File: config.mk
export PLATFORM = sky130hd
export DESIGN_NAME = mem_access_ctrl
export DESIGN_NICKNAME = d
export VERILOG_FILES = /design/src/rtl/mem_access_ctrl.sv
export SDC_FILE = /design/constraint.sdc
export NUM_CORES = 1
export LEC_CHECK = 0
export CELL_PAD_IN_SITES_DETAIL_PLACEMENT = 0
export CELL_PAD_IN_SITES_GLOBAL_PLACEMENT = 1
export CORE_AREA = 8 8 110 213
export CTS_CLUSTER_SIZE = 28
export DETAILED_ROUTE_END_ITERATION = 16
export DIE_AREA = 0 0 118 221
export PLACE_DENSITY_LB_ADDON = 0.1
export SLEW_MARGIN = 10
export SYNTH_ARGS = -nofsm -noshare
export SYNTH_HDL_FRONTEND = slang
export SYNTH_SLANG_ARGS = --single-unit
File: constraint.sdc
create_clock -name clk_100MHz -period 4.1 [get_ports clk_100MHz]
set_input_delay 0.615 -clock clk_100MHz [delete_from_list [all_inputs] [get_ports clk_100MHz]]
set_output_delay 0.615 -clock clk_100MHz [all_outputs]
set_load 0.1 [all_outputs]
File: src/rtl/mem_access_ctrl.sv
// mem_access_ctrl: memory-stage load/store responder.
//
// Takes load/store requests from the EX/MEM register and runs them as a
// single transfer on a req/ack data bus. It handles byte/half/word sizing,
// lane placement of store data, and lane extraction with sign/zero extension
// of load data. It stalls upstream (hold_o) while a transfer is outstanding.
// Writeback outputs are registered.
//
// Ports:
//   clk_100MHz, arst            clock, asynchronous active-high reset
//   mem_r_ena_i/mem_r_addr_i    load request and byte address
//   mem_w_ena_i/mem_w_addr_i    store request and byte address
//   mem_w_data_i                right-aligned store data
//   inst_i                      instruction; funct3 = inst_i[14:12]
//   reg_w_ena_i/addr_i/data_i   writeback request from EX/MEM
//   bus_req_o/we_o/addr_o/be_o/wdata_o, bus_ack_i, bus_rdata_i   data bus
//   hold_o                      stall request to upstream pipeline registers
//   reg_w_ena_o/addr_o/data_o   to writeback
//   exc_misalign_o              one-cycle misaligned-access pulse
//   bus_err_o                   one-cycle bus timeout pulse
//
// Optional feature macro: MEM_TIMEOUT_EN. When defined, a transfer with no
// ack is aborted after TIMEOUT BUSY cycles. When undefined, BUSY waits
// forever and bus_err_o stays 0.
module mem_access_ctrl #(
    parameter int ADDR_W  = 32,
    parameter int DATA_W  = 32,
    parameter int TIMEOUT = 255
) (
    input  logic              clk_100MHz,
    input  logic              arst,
    input  logic              mem_r_ena_i,
    input  logic [ADDR_W-1:0] mem_r_addr_i,
    input  logic              mem_w_ena_i,
    input  logic [ADDR_W-1:0] mem_w_addr_i,
    input  logic [DATA_W-1:0] mem_w_data_i,
    input  logic [31:0]       inst_i,
    input  logic              reg_w_ena_i,
    input  logic [4:0]        reg_w_addr_i,
    input  logic [DATA_W-1:0] reg_w_data_i,
    output logic              bus_req_o,
    output logic              bus_we_o,
    output logic [ADDR_W-1:0] bus_addr_o,
    output logic [3:0]        bus_be_o,
    output logic [DATA_W-1:0] bus_wdata_o,
    input  logic              bus_ack_i,
    input  logic [DATA_W-1:0] bus_rdata_i,
    output logic              hold_o,
    output logic              reg_w_ena_o,
    output logic [4:0]        reg_w_addr_o,
    output logic [DATA_W-1:0] reg_w_data_o,
    output logic              exc_misalign_o,
    output logic              bus_err_o
);

    typedef enum logic {IDLE = 1'b0, BUSY = 1'b1} state_t;

    // funct3[1:0] gives the access size; funct3[2] marks unsigned loads.
    function automatic logic [3:0] lane_be(input logic [2:0] f3, input logic [1:0] lane);
        case (f3[1:0])
            2'b00:   lane_be = 4'b0001 << lane;
            2'b01:   lane_be = lane[1] ? 4'b1100 : 4'b0011;
            default: lane_be = 4'b1111;
        endcase
    endfunction

    // Replicate the store data so every enabled lane already holds it.
    function automatic logic [DATA_W-1:0] lane_wdata(input logic [2:0] f3, input logic [DATA_W-1:0] d);
        case (f3[1:0])
            2'b00:   lane_wdata = {4{d[7:0]}};
            2'b01:   lane_wdata = {2{d[15:0]}};
            default: lane_wdata = d;
        endcase
    endfunction

    function automatic logic [DATA_W-1:0] load_extract(input logic [2:0] f3, input logic [1:0] lane,
                                                       input logic [DATA_W-1:0] w);
        logic [7:0]  b;
        logic [15:0] h;
        b = w[{lane, 3'b000} +: 8];
        h = lane[1] ? w[31:16] : w[15:0];
        case (f3)
            3'b000:  load_extract = {{24{b[7]}}, b};
            3'b001:  load_extract = {{16{h[15]}}, h};
            3'b100:  load_extract = {24'b0, b};
            3'b101:  load_extract = {16'b0, h};
            default: load_extract = w;
        endcase
    endfunction

    state_t              state_q, state_d;
    logic                bus_req_q, bus_req_d;
    logic                bus_we_q, bus_we_d;
    logic [ADDR_W-1:0]   bus_addr_q, bus_addr_d;
    logic [3:0]          bus_be_q, bus_be_d;
    logic [DATA_W-1:0]   bus_wdata_q, bus_wdata_d;
    logic                reg_w_ena_q, reg_w_ena_d;
    logic [4:0]          reg_w_addr_q, reg_w_addr_d;
    logic [DATA_W-1:0]   reg_w_data_q, reg_w_data_d;
    logic                exc_q, exc_d;
    logic                err_q, err_d;
    // Shape of the outstanding access, needed again when the ack returns.
    logic                ld_q, ld_d;
    logic [2:0]          f3_q, f3_d;
    logic [1:0]          lane_q, lane_d;
    logic                hold_c;

    logic                is_mem;
    logic                is_load;
    logic [ADDR_W-1:0]   op_addr;
    logic [2:0]          f3;
    logic                misalign;

    // A simultaneous load and store request is a load.
    assign is_load  = mem_r_ena_i;
    assign is_mem   = mem_r_ena_i | mem_w_ena_i;
    assign op_addr  = is_load ? mem_r_addr_i : mem_w_addr_i;
    assign f3       = inst_i[14:12];
    assign misalign = is_mem & (((f3[1:0] == 2'b01) & op_addr[0]) |
                                ((f3 == 3'b010) & (op_addr[1:0] != 2'b00)));

`ifdef MEM_TIMEOUT_EN
    localparam int CNT_W = $clog2(TIMEOUT + 1);
    logic [CNT_W-1:0] cnt_q, cnt_d;
`else
    wire unused_timeout = (TIMEOUT != 0);
`endif
    wire unused_inst = ^{inst_i[31:15], inst_i[11:0]};

    always_comb begin
        state_d      = state_q;
        bus_req_d    = bus_req_q;
        bus_we_d     = bus_we_q;
        bus_addr_d   = bus_addr_q;
        bus_be_d     = bus_be_q;
        bus_wdata_d  = bus_wdata_q;
        reg_w_ena_d  = 1'b0;
        reg_w_addr_d = reg_w_addr_q;
        reg_w_data_d = reg_w_data_q;
        exc_d        = 1'b0;
        err_d        = 1'b0;
        ld_d         = ld_q;
        f3_d         = f3_q;
        lane_d       = lane_q;
        hold_c       = 1'b0;
`ifdef MEM_TIMEOUT_EN
        cnt_d        = cnt_q;
`endif
        case (state_q)
            IDLE: begin
                if (!is_mem) begin
                    reg_w_ena_d  = reg_w_ena_i;
                    reg_w_addr_d = reg_w_addr_i;
                    reg_w_data_d = reg_w_data_i;
                end else if (misalign) begin
                    exc_d = 1'b1;
                end else begin
                    hold_c      = 1'b1;
                    state_d     = BUSY;
                    bus_req_d   = 1'b1;
                    bus_we_d    = ~is_load;
                    bus_addr_d  = {op_addr[ADDR_W-1:2], 2'b00};
                    bus_be_d    = lane_be(f3, op_addr[1:0]);
                    bus_wdata_d = lane_wdata(f3, mem_w_data_i);
                    ld_d        = is_load;
                    f3_d        = f3;
                    lane_d      = op_addr[1:0];
`ifdef MEM_TIMEOUT_EN
                    cnt_d       = '0;
`endif
                end
            end
            BUSY: begin
                if (bus_ack_i) begin
                    state_d   = IDLE;
                    bus_req_d = 1'b0;
                    if (ld_q) begin
                        reg_w_ena_d  = reg_w_ena_i;
                        reg_w_addr_d = reg_w_addr_i;
                        reg_w_data_d = load_extract(f3_q, lane_q, bus_rdata_i);
                    end
`ifdef MEM_TIMEOUT_EN
                end else if (cnt_q == CNT_W'(TIMEOUT - 1)) begin
                    // Last allowed cycle with no ack: abort and release the pipeline.
                    state_d   = IDLE;
                    bus_req_d = 1'b0;
                    err_d     = 1'b1;
                end else begin
                    hold_c = 1'b1;
                    cnt_d  = cnt_q + CNT_W'(1);
                end
`else
                end else begin
                    hold_c = 1'b1;
                end
`endif
            end
            default: state_d = IDLE;
        endcase
    end

    always_ff @(posedge clk_100MHz or posedge arst) begin
        if (arst) begin
            state_q      <= IDLE;
            bus_req_q    <= 1'b0;
            bus_we_q     <= 1'b0;
            bus_addr_q   <= '0;
            bus_be_q     <= '0;
            bus_wdata_q  <= '0;
            reg_w_ena_q  <= 1'b0;
            reg_w_addr_q <= '0;
            reg_w_data_q <= '0;
            exc_q        <= 1'b0;
            err_q        <= 1'b0;
            ld_q         <= 1'b0;
            f3_q         <= '0;
            lane_q       <= '0;
`ifdef MEM_TIMEOUT_EN
            cnt_q        <= '0;
`endif
        end else begin
            state_q      <= state_d;
            bus_req_q    <= bus_req_d;
            bus_we_q     <= bus_we_d;
            bus_addr_q   <= bus_addr_d;
            bus_be_q     <= bus_be_d;
            bus_wdata_q  <= bus_wdata_d;
            reg_w_ena_q  <= reg_w_ena_d;
            reg_w_addr_q <= reg_w_addr_d;
            reg_w_data_q <= reg_w_data_d;
            exc_q        <= exc_d;
            err_q        <= err_d;
            ld_q         <= ld_d;
            f3_q         <= f3_d;
            lane_q       <= lane_d;
`ifdef MEM_TIMEOUT_EN
            cnt_q        <= cnt_d;
`endif
        end
    end

    assign bus_req_o      = bus_req_q;
    assign bus_we_o       = bus_we_q;
    assign bus_addr_o     = bus_addr_q;
    assign bus_be_o       = bus_be_q;
    assign bus_wdata_o    = bus_wdata_q;
    // hold_o is combinational; force it low during reset so every output is 0.
    assign hold_o         = hold_c & ~arst;
    assign reg_w_ena_o    = reg_w_ena_q;
    assign reg_w_addr_o   = reg_w_addr_q;
    assign reg_w_data_o   = reg_w_data_q;
    assign exc_misalign_o = exc_q;
    assign bus_err_o      = err_q;

endmodule
Word-level counts from Yosys, hierarchy flattened
Index checks and enable logic that the tools add are counted.
{"block": "totals", "ff_bits": 114, "wordCells": 70}
{"block": "classes", "shift": 2, "n_bitwise": 10, "n_reduce_logical": 6, "muxes": 29, "eq_ne": 10}
{"op": "$mux W32", "n": 4}
{"op": "$pmux W32 S2", "n": 2}
{"op": "$pmux W32 S4", "n": 1}
{"op": "$shiftx A32 B6 Y8", "n": 1}
{"op": "$mux W16", "n": 1}
{"op": "$mux W5", "n": 3}
{"op": "$mux W1", "n": 12}
{"op": "$pmux W5 S2", "n": 1}
{"op": "$reduce_and A3 Y1", "n": 3}
{"op": "$ne A2 B2 Y1 const B", "n": 4}
{"op": "$pmux W4 S2", "n": 1}
{"op": "$eq A3 B3 Y1 const B", "n": 2}
{"op": "$pmux W1 S2", "n": 3}
{"op": "$and A1 B1 Y1", "n": 4}
{"op": "$mux W4", "n": 1}
{"op": "$not A1 Y1", "n": 4}
{"op": "$shl A1 B2 Y4 const A", "n": 1}
{"op": "$eq A3 B1 Y1 const B", "n": 1}
{"op": "$eq A3 B2 Y1 const B", "n": 1}
{"op": "$logic_not A3 Y1", "n": 1}
{"op": "$eq A2 B1 Y1 const B", "n": 1}
{"op": "$logic_not A2 Y1", "n": 1}
{"op": "$ne A2 B1 Y1 const B", "n": 1}
{"op": "$or A1 B1 Y1", "n": 2}
{"op": "$reduce_bool A2 Y1", "n": 1}

Logic depth before layout (Yosys ltp)
{"block": "depth", "word_depth": 9, "mapped_depth": 7, "mapped_depth_nobuf": 4}

Least setup slack after synthesis
OpenSTA, ideal clock, no wires.
{"block": "synth_path", "path_type": "in2out", "startpoint": "input port mem_r_ena_i", "endpoint": "output port hold_o", "arrival_ns": 3.187, "t_required_ns": 3.485, "cell_stages": 7, "n_path_buf": 3, "path_slack_ns": 0.298, "cell_sequence": "buf_6 > mux2i_4 > a2111oi_4 > a211o_4 > buf_8 > buf_6 > a21oi_1"}
{"block": "synth_via", "elab_chain_len": 9, "elab_cells_between_ends": 11}
{"element": "from (decl)", "line": "32", "rtl": "input logic mem_r_ena_i,"}
{"element": "$mux W32", "line": "117", "rtl": "assign op_addr = is_load ? mem_r_addr_i : mem_w_addr_i;"}
{"element": "$reduce_bool A2 Y1", "line": "120", "rtl": "((f3 == 3'b010) & (op_addr[1:0] != 2'b00)));"}
{"element": "$and A1 B1 Y1", "line": "120"}
{"element": "$or A1 B1 Y1", "line": "119", "rtl": "assign misalign = is_mem & (((f3[1:0] == 2'b01) & op_addr[0]) |"}
{"element": "$and A1 B1 Y1", "line": "119"}
{"element": "$mux W1", "line": "155", "rtl": "end else if (misalign) begin"}
{"element": "$mux W1 *", "line": "151", "rtl": "if (!is_mem) begin"}
{"element": "$pmux W1 S2 *", "line": "149", "rtl": "case (state_q)"}
{"element": "$and A1 B1 Y1 *", "line": "248", "rtl": "assign hold_o = hold_c & ~arst;"}
{"element": "to (decl)", "line": "48", "rtl": "output logic hold_o,"}
Every way passes the cells marked *; elsewhere a longest branch is shown, timed or not.

Worst setup path in the final report
{"block": "layout_path", "startpoint": "input port mem_r_addr_i[0]", "endpoint": "output port hold_o"}
{"block": "layout_via", "elab_chain_len": 9, "elab_cells_between_ends": 10}
{"element": "from (decl)", "line": "33", "rtl": "input logic [ADDR_W-1:0] mem_r_addr_i,"}
{"element": "$mux W32 *", "line": "117"}
{"element": "$reduce_bool A2 Y1", "line": "120"}
{"element": "$and A1 B1 Y1", "line": "120"}
{"element": "$or A1 B1 Y1 *", "line": "119"}
{"element": "$and A1 B1 Y1 *", "line": "119"}
{"element": "$mux W1 *", "line": "155"}
{"element": "$mux W1 *", "line": "151"}
{"element": "$pmux W1 S2 *", "line": "149"}
{"element": "$and A1 B1 Y1 *", "line": "248"}
Marked as above.

==> flow_summary.toml <==
[final_layout]
finalNetCount = 999
finalCoreUtilization_pct = 47.1
antenna_cells = 0
fill_cells = 1971
post_route_cells_drive_above_1_share_pct = 21.1
area.growth.synth_to_final_pct = 60.8

[clock_tree]
cts_resized = 0
cts_tree = "yes"
htree_levels = 4
path_clk_slew_ps = 60
ctsHoldBuffers = 0
clock_path_buffers = 2
cts_sinks = 114
numCtsBuffers = 17
clk_latency_ps = 420
post_cts_buffers = 0
root_buffer = "clkbuf_16"

[yosys]
ys_seq_elements = 114
synthTopCellsByArea = "dfrtp_1 (47%), mux2_2 (15%), mux2_4 (8.4%), mux2i_1 (3.6%), nand2_1 (3.2%)"
syn_avg_cell_area_um2 = 11.6
synth_cell_types = 37
synthCells = 524
yosysMostFrequentCell = "dfrtp_1"
syn_area_mm2 = 0.00607
synth-edff-count = 0
synth_top_area_share_pct = 47.0
ys_async_sr_fraction_pct = 100
synth_top_area_cell = "dfrtp_1"
yosysWarningCount = 0
ys_seq_area_share_pct = 47.0
synthFlopType = "dfrtp_1"
ys_top_cells_by_count = "dfrtp_1 (114), mux2_2 (83), nand2_1 (52), mux2_4 (34), clkbuf_1 (30)"

[timing]
rsz0062_at_grt = "no"
finalClockSkew_ps = 7.05
fmax_ghz = 0.337
fin_crit_sh_pct = 72.3
tns_ps = 0
fin_worst_hold_slack_ps = 476
report.final.slew_viol_count = 0
setup_viol = 0
period_minus_slack_ps = 2960
final-hold-violation-count = 0
worst_pin_slew_ps = 1160
slew_headroom_pct = 22.5

[setup_path]
cp.required_ps = 3480
cp_num_buf_inv = 2
critPathCaptureType = "output pin"
slowest_delay_ps = 430
path_max_fanout = 4
crit_path_start_kind = "primary input"
path_class = "primary input to output pin"
cp-startpoint = "mem_r_addr_i[0]"
r2r_start = "f3_q[1]"
path_cells = "clkdlybuf4s50_1 -> mux2i_2 -> nor2_1 -> a211o_4 -> a21oi_1 -> buf_12"
critical-path-top-delay-family = "buffers and inverters"
cp.arrival_ps = 2350
slowest_stage = "clkdlybuf4s50_1"

[die]
core-area_mm2 = 0.0207
dieArea_mm2 = 0.0261
die_h_um = 221
pin_count = 314
dieWidth_um = 118
initial_utilization_pct = 29.3
rows = 75

[route]
wl_per_cell_um = 19.7
antenna_left = 0
drc = 0
vias = 5052
avgViaCountPerCell = 4.69
wirelength_mm = 21.2
dr.pass1.iters = 6
first_iter_violations = 175

[job]
cap_violations = 0

[global_route]
grt_max_degree = 76
grt_first_pass_wirelength_mm = 33.7
grt_overflow = 0
antenna_found_initial = 0
grt_usage_pct = 16.5
grt_pass1_vias = 5688

[pwr]
p_per_area_mw_per_mm2 = 939
ir_drop_v = 0.000555
p_leak_uw = 0.00405

[outcome]
outcome = "complete, no violations"

[min_path]
min_from = "reg_w_addr_o[1]"
hold_path_class = "register to register"

[placement]
numPortBuffers = 281
gp_congestion = 0.751
dp_hpwl_mm = 15.5
==> kinds of logic (layout without fill, tap and decap cells) <==
| family | after synthesis | after routing | synth area share, % |
|---|---|---|---|
| flops | 114 | 114 | 47.0 |
| buf+inv | 58 | 341 | 4.99 |
| other cells | 1 | 3 | 0.0617 |
| simple gates | 110 | 110 | 8.01 |
| mux | 142 | 142 | 28.4 |
| compound gates | 99 | 99 | 11.6 |
==> power breakdown <==
group          internal [µW]  switching [µW]  total (µW)  leakage [µW]
combinational           1490            4170        5660       0.00241
clock                   1080             531        1610      0.000313
sequential              1590             305        1900       0.00133
total                   4160            5010        9170       0.00405
==> stage by stage <==
stage                     setup WS (ps)  total power, µW  instances  area (µm²)
after global placement             1140             7610       1046        9130
final                              1140             9170       1078        9770
after detailed placement           1120             7620       1046        9130
after floorplan                     298             6180        526        6080
after global routing               1030             9550       1078        9770
after CTS                          1110             9280       1078        9770
==> worst register-to-register path, delay by kind of cell (launching register included) <==
family,cells,cell delay [ps]
buffers and inverters,1,560
AND/OR/NAND/NOR,1,380
AO/OA/AOI/OAI,2,670
flip-flops,1,870
==> path summary, 6_finish.rpt <==
kind	slack (ps)	cells after the start	endpoint
max in group asynchronous	2740	3	reg_w_data_o[18]
worst max-delay path	1140	6	hold_o
worst min-delay path	480	2	reg_w_addr_o[1]
worst max register to register	1560	4	reg_w_data_o[1]
min in group asynchronous	650	2	state_q
worst min register to register	480	2	reg_w_addr_o[1]
==> layout by cell type, fill, tap and decap left out, types with 2 or more instances in the layout <==
cell             netlist  final
o31ai_1                7      7
dfrtp_1              114    114
buf_12                 0      3
o22ai_1                6      6
nand3b_1               7      7
clkbuf_16              0     17
nand2_1               52     52
o211ai_1               6      6
o22a_1                 7      7
a211oi_1              24     24
mux2_2                83     83
nand3_1                2      2
nor2_1                25     25
clkbuf_1              30      2
mux2i_1               22     22
nor3_1                17     17
buf_4                  6     12
conb_1                 1      3
nand2b_1               2      2
inv_1                 14     13
o31a_1                 2      2
clkinv_2               0      3
nor2b_1                2      2
a21oi_1                9      9
clkdlybuf4s50_1        0    279
mux2_4                34     34
clkbuf_8               0      4
bufinv_16              0      4
and2_1                 2      2
a311oi_1               7      7
o21ai_0               26     26
==> registers in the layout, summed over array words and instances, names as in the netlist <==
name,count
state_q,1
reg_w_addr_o,5
exc_misalign_o,1
bus_addr_o,30
bus_we_o,1
reg_w_data_o,32
ld_q,1
bus_req_o,1
f3_q,3
bus_wdata_o,32
bus_be_o,4
reg_w_ena_o,1
lane_q,2
==> routing by layer <==
| metal | vias to the layer above | GRT usage, % | wire (µm) |
|---|---|---|---|
| met5 | - | 0 | 0 |
| met4 | 0 | 6.45 | 401 |
| li1 | 2428 | - | - |
| met3 | 22 | 7.06 | 1820 |
| met1 | 2400 | 19.0 | 9000 |
| met2 | 202 | 26.3 | 9980 |
==> cell type report <==
| class | count | area [µm²] | area share (%) |
|---|---|---|---|
| flip-flops and latches | 114 | 2850 | 29.2 |
| repair buffers | 295 | 2950 | 30.2 |
| well taps | 269 | 337 | 3.45 |
| clock inverters | 9 | 151 | 1.55 |
| clock buffers | 23 | 488 | 5.00 |
| inverters | 14 | 55.1 | 0.564 |
| multi-input cells | 354 | 2930 | 30.0 |
(Power assumes the default switching activity.)
